File: src/rtl/matrix_host_pkg.sv
// Shared types and sizing helpers for the matrix host sequencer.
package matrix_host_pkg;

   typedef enum logic [2:0] {
      StLoadA,
      StLoadB,
      StStart,
      StWait,
      StDrain
   } state_e;

   // Default job geometry and the widths derived from it.
   localparam int unsigned M_DEF  = 3;
   localparam int unsigned N_DEF  = 3;
   localparam int unsigned P_DEF  = 3;
   localparam int unsigned DW_DEF = 8;

   localparam int unsigned A_AW  = $clog2(M_DEF * N_DEF);
   localparam int unsigned B_AW  = $clog2(N_DEF * P_DEF);
   localparam int unsigned R_AW  = $clog2(M_DEF * P_DEF + 1);
   localparam int unsigned RES_W = 2 * DW_DEF;

   // Address width for a given depth, never narrower than one bit.
   function automatic int unsigned clog2_w(input int unsigned v);
      return (v <= 1) ? 1 : $clog2(v);
   endfunction

endpackage

File: src/rtl/matrix_result_buffer.sv
// Result capture store: one synchronous write port, one combinational read port.
module matrix_result_buffer #(
   parameter int unsigned DEPTH = 9,
   parameter int unsigned WIDTH = 16,
   parameter int unsigned AW    = 4
) (
   input  logic             clk,
   input  logic             wen,
   input  logic [AW-1:0]    waddr,
   input  logic [WIDTH-1:0] wdata,
   input  logic [AW-1:0]    raddr,
   output logic [WIDTH-1:0] rdata
);

   logic [WIDTH-1:0] mem [DEPTH];

   // Contents are intentionally left unreset.
   always_ff @(posedge clk) begin
      if (wen) begin
         mem[waddr] <= wdata;
      end
   end

   assign rdata = (int'(raddr) < DEPTH) ? mem[raddr] : '0;

endmodule

File: src/rtl/matrix_host_sequencer.sv
// Host-side initiator for the matrix accelerator: loads A/B, starts, captures and
// streams back the result beats, and flags short, overflowing or timed-out jobs.
module matrix_host_sequencer
   import matrix_host_pkg::*;
#(
   parameter int unsigned M              = M_DEF,
   parameter int unsigned N              = N_DEF,
   parameter int unsigned P              = P_DEF,
   parameter int unsigned DATA_WIDTH     = DW_DEF,
   parameter int unsigned TIMEOUT_CYCLES = 1024
) (
   input  logic                        clk,
   input  logic                        rst,
   input  logic                        in_valid,
   output logic                        in_ready,
   input  logic [DATA_WIDTH-1:0]       in_data,
   input  logic [1:0]                  app_sel,
   output logic [1:0]                  app_select,
   output logic [DATA_WIDTH-1:0]       a_data_in,
   output logic [clog2_w(M*N)-1:0]     a_addr,
   output logic                        a_wen,
   output logic [DATA_WIDTH-1:0]       b_data_in,
   output logic [clog2_w(N*P)-1:0]     b_addr,
   output logic                        b_wen,
   output logic                        start_computation,
   input  logic                        computation_done,
   input  logic [2*DATA_WIDTH-1:0]     result_out,
   input  logic                        result_valid,
   output logic                        out_valid,
   input  logic                        out_ready,
   output logic [2*DATA_WIDTH-1:0]     out_data,
   output logic                        out_last,
   output logic                        busy,
   output logic                        err_short,
   output logic                        err_overflow,
   output logic                        err_timeout
);

   localparam int unsigned a_aw  = clog2_w(M * N);
   localparam int unsigned b_aw  = clog2_w(N * P);
   localparam int unsigned r_aw  = clog2_w(M * P + 1);
   localparam int unsigned res_w = 2 * DATA_WIDTH;
   localparam int unsigned cnt_w = (a_aw > b_aw) ? a_aw : b_aw;
   localparam int unsigned t_w   = clog2_w(TIMEOUT_CYCLES);

   localparam logic [cnt_w-1:0] a_last = cnt_w'(M * N - 1);
   localparam logic [cnt_w-1:0] b_last = cnt_w'(N * P - 1);
   localparam logic [r_aw-1:0]  r_full = r_aw'(M * P);
   localparam logic [t_w-1:0]   t_last = t_w'(TIMEOUT_CYCLES - 1);

   state_e state_q, state_d;

   logic [cnt_w-1:0]      count_q;
   logic [r_aw-1:0]       rcount_q, rd_ptr_q, rcount_next;
   logic [t_w-1:0]        timer_q;
   logic                  a_wen_q, b_wen_q, start_q, busy_q;
   logic [a_aw-1:0]       a_addr_q;
   logic [b_aw-1:0]       b_addr_q;
   logic [DATA_WIDTH-1:0] a_data_q, b_data_q;
   logic [1:0]            app_select_q;
   logic                  err_short_q, err_overflow_q, err_timeout_q;
   logic                  accept, cap, ovf, hs;
   logic [res_w-1:0]      rd_data;

   assign in_ready    = ((state_q == StLoadA) || (state_q == StLoadB)) && !rst;
   assign accept      = in_valid && in_ready;
   assign cap         = (state_q == StWait) && result_valid && (rcount_q < r_full);
   assign ovf         = (state_q == StWait) && result_valid && (rcount_q == r_full);
   assign rcount_next = rcount_q + r_aw'(cap);

   assign out_valid = (state_q == StDrain) && (rd_ptr_q < rcount_q);
   assign out_last  = out_valid && (rd_ptr_q == rcount_q - r_aw'(1));
   assign out_data  = out_valid ? rd_data : '0;
   assign hs        = out_valid && out_ready;

   always_ff @(posedge clk or posedge rst) begin
      if (rst) begin
         state_q <= StLoadA;
      end else begin
         state_q <= state_d;
      end
   end

   always_comb begin
      state_d = state_q;
      case (state_q)
         StLoadA: if (accept && count_q == a_last) state_d = StLoadB;
         StLoadB: if (accept && count_q == b_last) state_d = StStart;
         StStart: state_d = StWait;
         StWait:  if (computation_done || timer_q == t_last) state_d = StDrain;
         StDrain: begin
            if (rcount_q == '0 || (hs && rd_ptr_q == rcount_q - r_aw'(1))) begin
               state_d = StLoadA;
            end
         end
         default: state_d = StLoadA;
      endcase
   end

   always_ff @(posedge clk or posedge rst) begin
      if (rst) begin
         count_q        <= '0;
         a_wen_q        <= 1'b0;
         a_addr_q       <= '0;
         a_data_q       <= '0;
         b_wen_q        <= 1'b0;
         b_addr_q       <= '0;
         b_data_q       <= '0;
         start_q        <= 1'b0;
         app_select_q   <= '0;
         busy_q         <= 1'b0;
         err_short_q    <= 1'b0;
         err_overflow_q <= 1'b0;
         err_timeout_q  <= 1'b0;
         rcount_q       <= '0;
         rd_ptr_q       <= '0;
         timer_q        <= '0;
      end else begin
         a_wen_q <= 1'b0;
         b_wen_q <= 1'b0;
         start_q <= 1'b0;
         if (accept) begin
            count_q <= (state_d != state_q) ? '0 : count_q + cnt_w'(1);
            if (state_q == StLoadA) begin
               a_wen_q  <= 1'b1;
               a_addr_q <= count_q[a_aw-1:0];
               a_data_q <= in_data;
               // First A beat opens a new job.
               if (count_q == '0) begin
                  app_select_q   <= app_sel;
                  busy_q         <= 1'b1;
                  err_short_q    <= 1'b0;
                  err_overflow_q <= 1'b0;
                  err_timeout_q  <= 1'b0;
               end
            end else begin
               b_wen_q  <= 1'b1;
               b_addr_q <= count_q[b_aw-1:0];
               b_data_q <= in_data;
            end
         end
         if (state_q == StStart) begin
            start_q <= 1'b1;
            timer_q <= '0;
         end
         if (state_q == StWait) begin
            rcount_q <= rcount_next;
            if (ovf) err_overflow_q <= 1'b1;
            // A beat coinciding with done is counted before the short check.
            if (computation_done) begin
               if (rcount_next < r_full) err_short_q <= 1'b1;
            end else if (timer_q == t_last) begin
               err_timeout_q <= 1'b1;
            end else begin
               timer_q <= timer_q + t_w'(1);
            end
         end
         if (state_q == StDrain) begin
            if (hs) rd_ptr_q <= rd_ptr_q + r_aw'(1);
            if (state_d == StLoadA) begin
               rcount_q <= '0;
               rd_ptr_q <= '0;
               busy_q   <= 1'b0;
            end
         end
      end
   end

   matrix_result_buffer #(
      .DEPTH (M * P),
      .WIDTH (res_w),
      .AW    (r_aw)
   ) u_res_buf (
      .clk   (clk),
      .wen   (cap),
      .waddr (rcount_q),
      .wdata (result_out),
      .raddr (rd_ptr_q),
      .rdata (rd_data)
   );

   assign a_wen             = a_wen_q;
   assign a_addr            = a_addr_q;
   assign a_data_in         = a_data_q;
   assign b_wen             = b_wen_q;
   assign b_addr            = b_addr_q;
   assign b_data_in         = b_data_q;
   assign start_computation = start_q;
   assign app_select        = app_select_q;
   assign busy              = busy_q;
   assign err_short         = err_short_q;
   assign err_overflow      = err_overflow_q;
   assign err_timeout       = err_timeout_q;

endmodule

File: config.mk
export PLATFORM = sky130hd
export DESIGN_NAME = matrix_host_sequencer
export DESIGN_NICKNAME = d
export VERILOG_FILES = /design/src/rtl/matrix_host_pkg.sv /design/src/rtl/matrix_result_buffer.sv /design/src/rtl/matrix_host_sequencer.sv
export SDC_FILE = /design/constraint.sdc
export NUM_CORES = 1
export LEC_CHECK = 0
export BUFFER_PORTS_ARGS = -buffer_cell sky130_fd_sc_hd__buf_4
export CAP_MARGIN = 10
export CORE_UTILIZATION = 39
export CTS_BUF_LIST = sky130_fd_sc_hd__clkbuf_8
export DETAILED_ROUTE_END_ITERATION = 7
export GPL_TIMING_DRIVEN = 0
export PLACE_DENSITY = 0.64
export SLEW_MARGIN = 20
export SYNTH_ARGS = -nofsm -noshare
export SYNTH_HDL_FRONTEND = slang
export SYNTH_SLANG_ARGS = --single-unit
export TNS_END_PERCENT = 50
File: constraint.sdc
create_clock -name clk -period 3.6 [get_ports clk]
set_clock_uncertainty 0.2 [all_clocks]
set_input_delay 0.36 -clock clk [delete_from_list [all_inputs] [get_ports clk]]
set_output_delay 0.36 -clock clk [all_outputs]
set_load 0.05 [all_outputs]
**Yosys cells after proc, flatten, opt, wreduce, memory -nomap -nowiden**

Memories as Yosys holds them, arrays and structs flattened.
Index checks and enable logic that the tools add are counted.

- Shift-type cells: 0
- $lt $le $gt $ge: 4
- Eq/ne operators: 9
- Add/sub/neg operators: 5
- Divide/modulo/power cells: 0
- Multiply operators: 0
- Reduce and logical (&&, ||, !) cells: 23
- Mux-type cells: 46
- Bitwise logic cells: 1

Operator list:

| kind | number |
|---|---|
| 10-bit 2-to-1 mux | 4 |
| 16-bit 2-to-1 mux | 2 |
| 1-bit 2-to-1 mux | 29 |
| 4-bit 2-to-1 mux | 6 |
| 3-bit one-hot mux with 5 select lines | 1 |
| 4-bit < comparator (second input constant) | 3 |
| 3-bit 2-to-1 mux | 4 |
| 10-bit by 1-bit adder with 10-bit output (second input constant) | 1 |
| 10-bit == test (second input constant) | 1 |
| 1-bit logical AND | 10 |
| 4-bit by 1-bit adder with 4-bit output (second input constant) | 2 |
| 4-bit == test (second input constant) | 2 |
| 4-bit zero test | 2 |
| 3-bit by 2-bit == test with 1-bit output (second input constant) | 2 |
| 3-bit zero test | 2 |
| 2-bit AND reduction | 3 |
| 4-bit by 1-bit adder with 4-bit output | 1 |
| 4-bit == test | 1 |
| 4-bit < comparator | 1 |
| 4-bit by 1-bit subtractor with 4-bit output (second input constant) | 1 |
| 3-bit by 1-bit == test with 1-bit output (second input constant) | 1 |
| 3-bit == test (second input constant) | 1 |
| 1-bit logical OR | 3 |
| 3-bit inequality test | 1 |
| 4 further kinds | 4 |

- Bits in writable memories: 144
- Bits in read-only memories: 0
- Bits in latches: 0
- Output and inout bits: 52
- Input bits: 32
- Memories kept: 1
- Flip-flop bits (word level): 58

Memories:

| name | depth | width | read ports | clocked after Yosys merged registers in | wr ports | line | text |
|---|---|---|---|---|---|---|---|
| u_res_buf.mem | 9 | 16 | 1 | 0 | 1 | matrix_result_buffer.sv:15 | `logic [WIDTH-1:0] mem [DEPTH];` |

**Logic depth before layout (Yosys ltp)**

- Depth in word-level cells: 10
- Mapped depth: 10

**Modules after synthesis**

From an unflattened synthesis, not the netlist that was laid out.

- Cells, all modules: 586
- Area, all modules: 8653.3 µm²

Modules (own cells, without submodules):

| module | cells each | instances | area each (µm²) |
|---|---|---|---|
| matrix_result_buffer | 308 | 1 | 5689.2 |
| matrix_host_sequencer | 278 | 1 | 2964.1 |

**Least setup slack after synthesis**

No wires, ideal clock.

- Path kind: register to output
- Start point: register rd_ptr_q[0]
- End point: output port out_data[10]
- Arrival: 2.936 ns
- Path buffers: 3
- Stages on the path, launching flop included: 11
- Required time: 3.040 ns
- Slack: 0.104 ns
- Cells stage by stage: dfrtp_1 buf_2 buf_2 inv_1 ha_1 nor2b_1 o211ai_1 and3_1 nand2_1 clkbuf_1 nor2_1

- Longest elaborated chain between the ends: 3

RTL lines:

| element | line | text |
|---|---|---|
| start: declaration | matrix_host_sequencer.sv:54 | `logic [r_aw-1:0] rcount_q, rd_ptr_q, rcount_next;` |
| start signal: assignment | matrix_host_sequencer.sv:159 | `if (hs) rd_ptr_q <= rd_ptr_q + r_aw'(1);` |
| 4-bit < comparator | matrix_host_sequencer.sv:71 | `assign out_valid = (state_q == StDrain) && (rd_ptr_q < rcount_q);` |
| 1-bit logical AND | matrix_host_sequencer.sv:71 |  |
| named net out_valid | matrix_host_sequencer.sv:29 | `output logic out_valid,` |
| 16-bit 2-to-1 mux | matrix_host_sequencer.sv:73 | `assign out_data = out_valid ? rd_data : '0;` |
| end: declaration | matrix_host_sequencer.sv:31 | `output logic [2*DATA_WIDTH-1:0] out_data,` |

The timed path passes the listed nets, and every way through them passes these cells.

**Worst setup path after layout**

- Start point: register rd_ptr_q[3]
- End point: output port out_data[7]

- Longest elaborated chain between the ends: 3

RTL lines:

| element | line |
|---|---|
| memory read 9 x 16 bit (tied with other cells) | - |
| 16-bit 2-to-1 mux or 1-bit logical AND (tied branches) | matrix_result_buffer.sv:24, matrix_host_sequencer.sv:71 |
| 16-bit 2-to-1 mux * | matrix_host_sequencer.sv:73 |

Every way passes the cells marked *; elsewhere a longest branch is shown, timed or not.

==> results.md <==
* Adder-cell share of the synthesized area at 2.217%
* Hpwl dp at 11390 um
* Cell depth of the worst flop-to-flop path at 5
* Reg clk slew, reported paths at 0.06 ns
* Post-synth EDFFs at 144
* Drt drc at 0
* Gr usage total at 16.99%
* GP Congestion at 0.8190
* Setup_tns at 0 ns
* ANT cells at 0
* Wire per inst at 18.36 um
* Synth Cell Area at 8464 um2
* Clock sink count at 202
* CP required at 3.04 ns
* Fill cells at 1756
* Starting density of the core at 40.01%
* Status: complete, no violations
* Overall die height at 149.3 um
* Largest family of logic cells by synthesized area: multiplexers
* Synth Warn # at 0
* Boundary Pins at 84
* Drt via density at 5.128
* Grt ovf at 0
* Crit path buf inv count at 3
* Hold EP: state_q[2]
* Crit start category: register
* Number of setup violations in the final report at 0
* CTS tree: done
* Global-route wire length before repair at 28330 um
* Layout cells sized above 1 at 32.16%
* Worst Hold Class: input port to register
* Mux share of post-synthesis cell area at 14.84%
* IO Port Bufs at 83
* CP max-delay cell: buf_1
* # Max-Cap Violations at 0
* Max Clk Rate at 290.1 MHz
* Total wire length at 18130 um
* Cell Rows at 53
* Critical path peak fanout at 10
* Fin. Hold Viols at 0
* Pleak at 3.983 nW
* Pin count of the biggest net entering global routing at 59
* Final hold slack at 0.1101 ns
* Unique cell type count in the Yosys netlist at 48
* CORE AREA at 21150 um2
* Critical Path AT at 2.89 ns
* RR Startpoint: state_q[1]
* Setup CP Type: register to output port
* Maximum vdd drop at 0.0004340 V
* Number of buffers created by CTS at 36
* DRT iter0 DRCs at 326
* Syn Nets at 580
* Async SR Flop Fraction at 28.71%
* Compound-Gate Fraction of Synth Area at 3.326%
* Die area at 22300 um2
* CTS max path bufs at 3
* Average cell area after synthesis at 15.88 um2
* Clock latency on the worst-skew pair at 0.52 ns
* Top FF cell, synth: edfxtp_1
* Syn Inst Count at 533
* Yosys reg bits at 202
* CP max stage delay at 0.75 ns
* Final slew viol count at 0
* Worst setup EP type: output port
* Vias in the first global route at 5302
* Relative max-transition margin at 27.56%
* Pwr Total at 0.007476 W
* Worst Max-Slew Pin Slew at 1.087 ns
* CTS Root Cell: clkbuf_8
* Final period util at 95.74%
* Via count at 5061
* Worst R2R End: u_res_buf.mem[6][2]
* Post-synthesis xor/xnor area fraction at 1.242%
* Register area share after synthesis at 68.23%
* Synth Area in Simple Gates at 8.041%
* First-pass DRT Iterations at 5
* Final min period at 3.447 ns
* Initial antenna violation count at 0
* Final ANT Viol Nets at 0
* Layout Nets at 734
* Worst hold stages at 4
* Hold Startpoint: out_ready
* CP Depth at 5
* CP cell instances: clkbuf_1 > buf_1 > mux2i_1 > nor2_1 > buf_6
* Cell family with most CP delay: buffers and inverters
* Htree depth at 2
* Pwr per Cell Area at 711.2 nW/um2
* Reg-to-reg setup timing slack at 0.54 ns
* Layout overhead on the synthesized area at 24.18%
* Die width at 149.3 um
worst max path at each step:
stage / end / start
final: out_data[7] / rd_ptr_q[3]
after global routing: out_data[7] / rd_ptr_q[0]
after CTS: out_data[13] / rd_ptr_q[0]
after detailed placement: out_data[13] / rd_ptr_q[0]
after global placement: u_res_buf.mem[8][1] / state_q[1]
after floorplan: out_data[10] / rd_ptr_q[0]
state kept, by name (all words and copies together), names as in the netlist, 8 cells and up:
register,cells
u_res_buf.mem,144
timer_q,10
a_data_in,8
b_data_in,8
what timing repair did:
action / 4_1_cts / 5_1_grt
setup buffers: 1 / 0
pin swaps: 1 / 0
setup endpoints to repair: 17 / 16
hold endpoints to repair: 223 / 0
hold buffers: 29 / 0
gates resized for setup: 10 / 11
worst min-delay path: stages:
cell and delay [ns]:
buf_4 0.13, nand3_1 0.08, o21ai_0 0.09, o22ai_1 0.11
power by group:
group          total, W  switching (W)  internal (W)
clock network   0.00206       0.000942       0.00112
registers       0.00292       0.000182       0.00274
logic           0.00250        0.00147       0.00102
total           0.00748        0.00259       0.00488
metrics by stage:
step | worst slack, ns | instance area, um2 | utilization (%) | std cells
after floorplan | 0.1037 | 8464 | - | 533
after global placement | -0.5080 | 9432 | 44.59 | 891
after detailed placement | -0.07554 | 9472 | 44.77 | 894
after CTS | 0.004497 | 10490 | 49.59 | 987
after global routing | -0.01254 | 10510 | 49.69 | 987
final | 0.1534 | 10510 | 49.69 | 987
layout by cell type, fill, tap and decap left out, drive strengths merged, types with 11 or more instances in the layout:
| cell | synthesis | layout |
|---|---|---|
| mux2i | 16 | 16 |
| nand2 | 41 | 41 |
| inv | 17 | 30 |
| a21oi | 12 | 12 |
| nand3 | 11 | 11 |
| ha | 15 | 15 |
| dfrtp | 58 | 58 |
| buf | 12 | 96 |
| mux4 | 32 | 32 |
| dlygate4sd3 | 0 | 29 |
| mux2 | 33 | 33 |
| edfxtp | 144 | 144 |
| clkbuf | 10 | 54 |
| nor2 | 39 | 39 |
| o21ai | 20 | 20 |
cell usage after synthesis, drive strengths merged (2+ instances only):
cell / instances / area share (%)
or3: 3 / 0.22
nor3: 9 / 0.59
dfrtp: 58 / 17
o31ai: 2 / 0.18
xnor2: 9 / 0.93
and3b: 2 / 0.21
o21ai: 20 / 1.2
ha: 15 / 2.2
edfxtp: 144 / 51
and3: 2 / 0.15
nor2b: 4 / 0.30
or4b: 2 / 0.24
mux4: 32 / 8.5
nand2: 41 / 1.8
nor2: 39 / 1.9
a21oi: 12 / 0.71
mux2i: 16 / 1.9
clkbuf: 10 / 0.46
xor2: 3 / 0.31
a32o: 3 / 0.35
a22o: 2 / 0.22
nand3: 11 / 0.71
a31oi: 2 / 0.15
inv: 17 / 0.75
nand3b: 3 / 0.27
buf: 12 / 0.84
nand4: 4 / 0.30
nand2b: 3 / 0.22
mux2: 33 / 4.4
o211ai: 2 / 0.18
o22ai: 2 / 0.15
and2: 9 / 0.67
cell families after synthesis:
| family | after synthesis |
|---|---|
| flops | 202 |
| simple gates | 136 |
| mux | 81 |
| compound gates | 47 |
| buf+inv | 40 |
| fa+ha+maj | 15 |
| xor+xnor | 12 |
area by class of cell:
type / count / area [um2] / area share, %
Timing Repair Buffer: 116 / 962.2 / 9.154
Multi-Input combinational cell: 291 / 2536 / 24.13
Sequential cell: 202 / 5776 / 54.95
Inverter: 18 / 70.07 / 0.6666
Clock buffer: 41 / 564.3 / 5.368
Buffer: 22 / 131.4 / 1.250
Clock inverter: 22 / 127.6 / 1.214
Tap cell: 275 / 344.1 / 3.273
metal layers:
metal	share of wire, %	track usage (%)
met4	2.6	6.735
met5	0	0
met3	5.6	3.731
met2	49	28.14
met1	43	21.70
(Power assumes the default switching activity.)
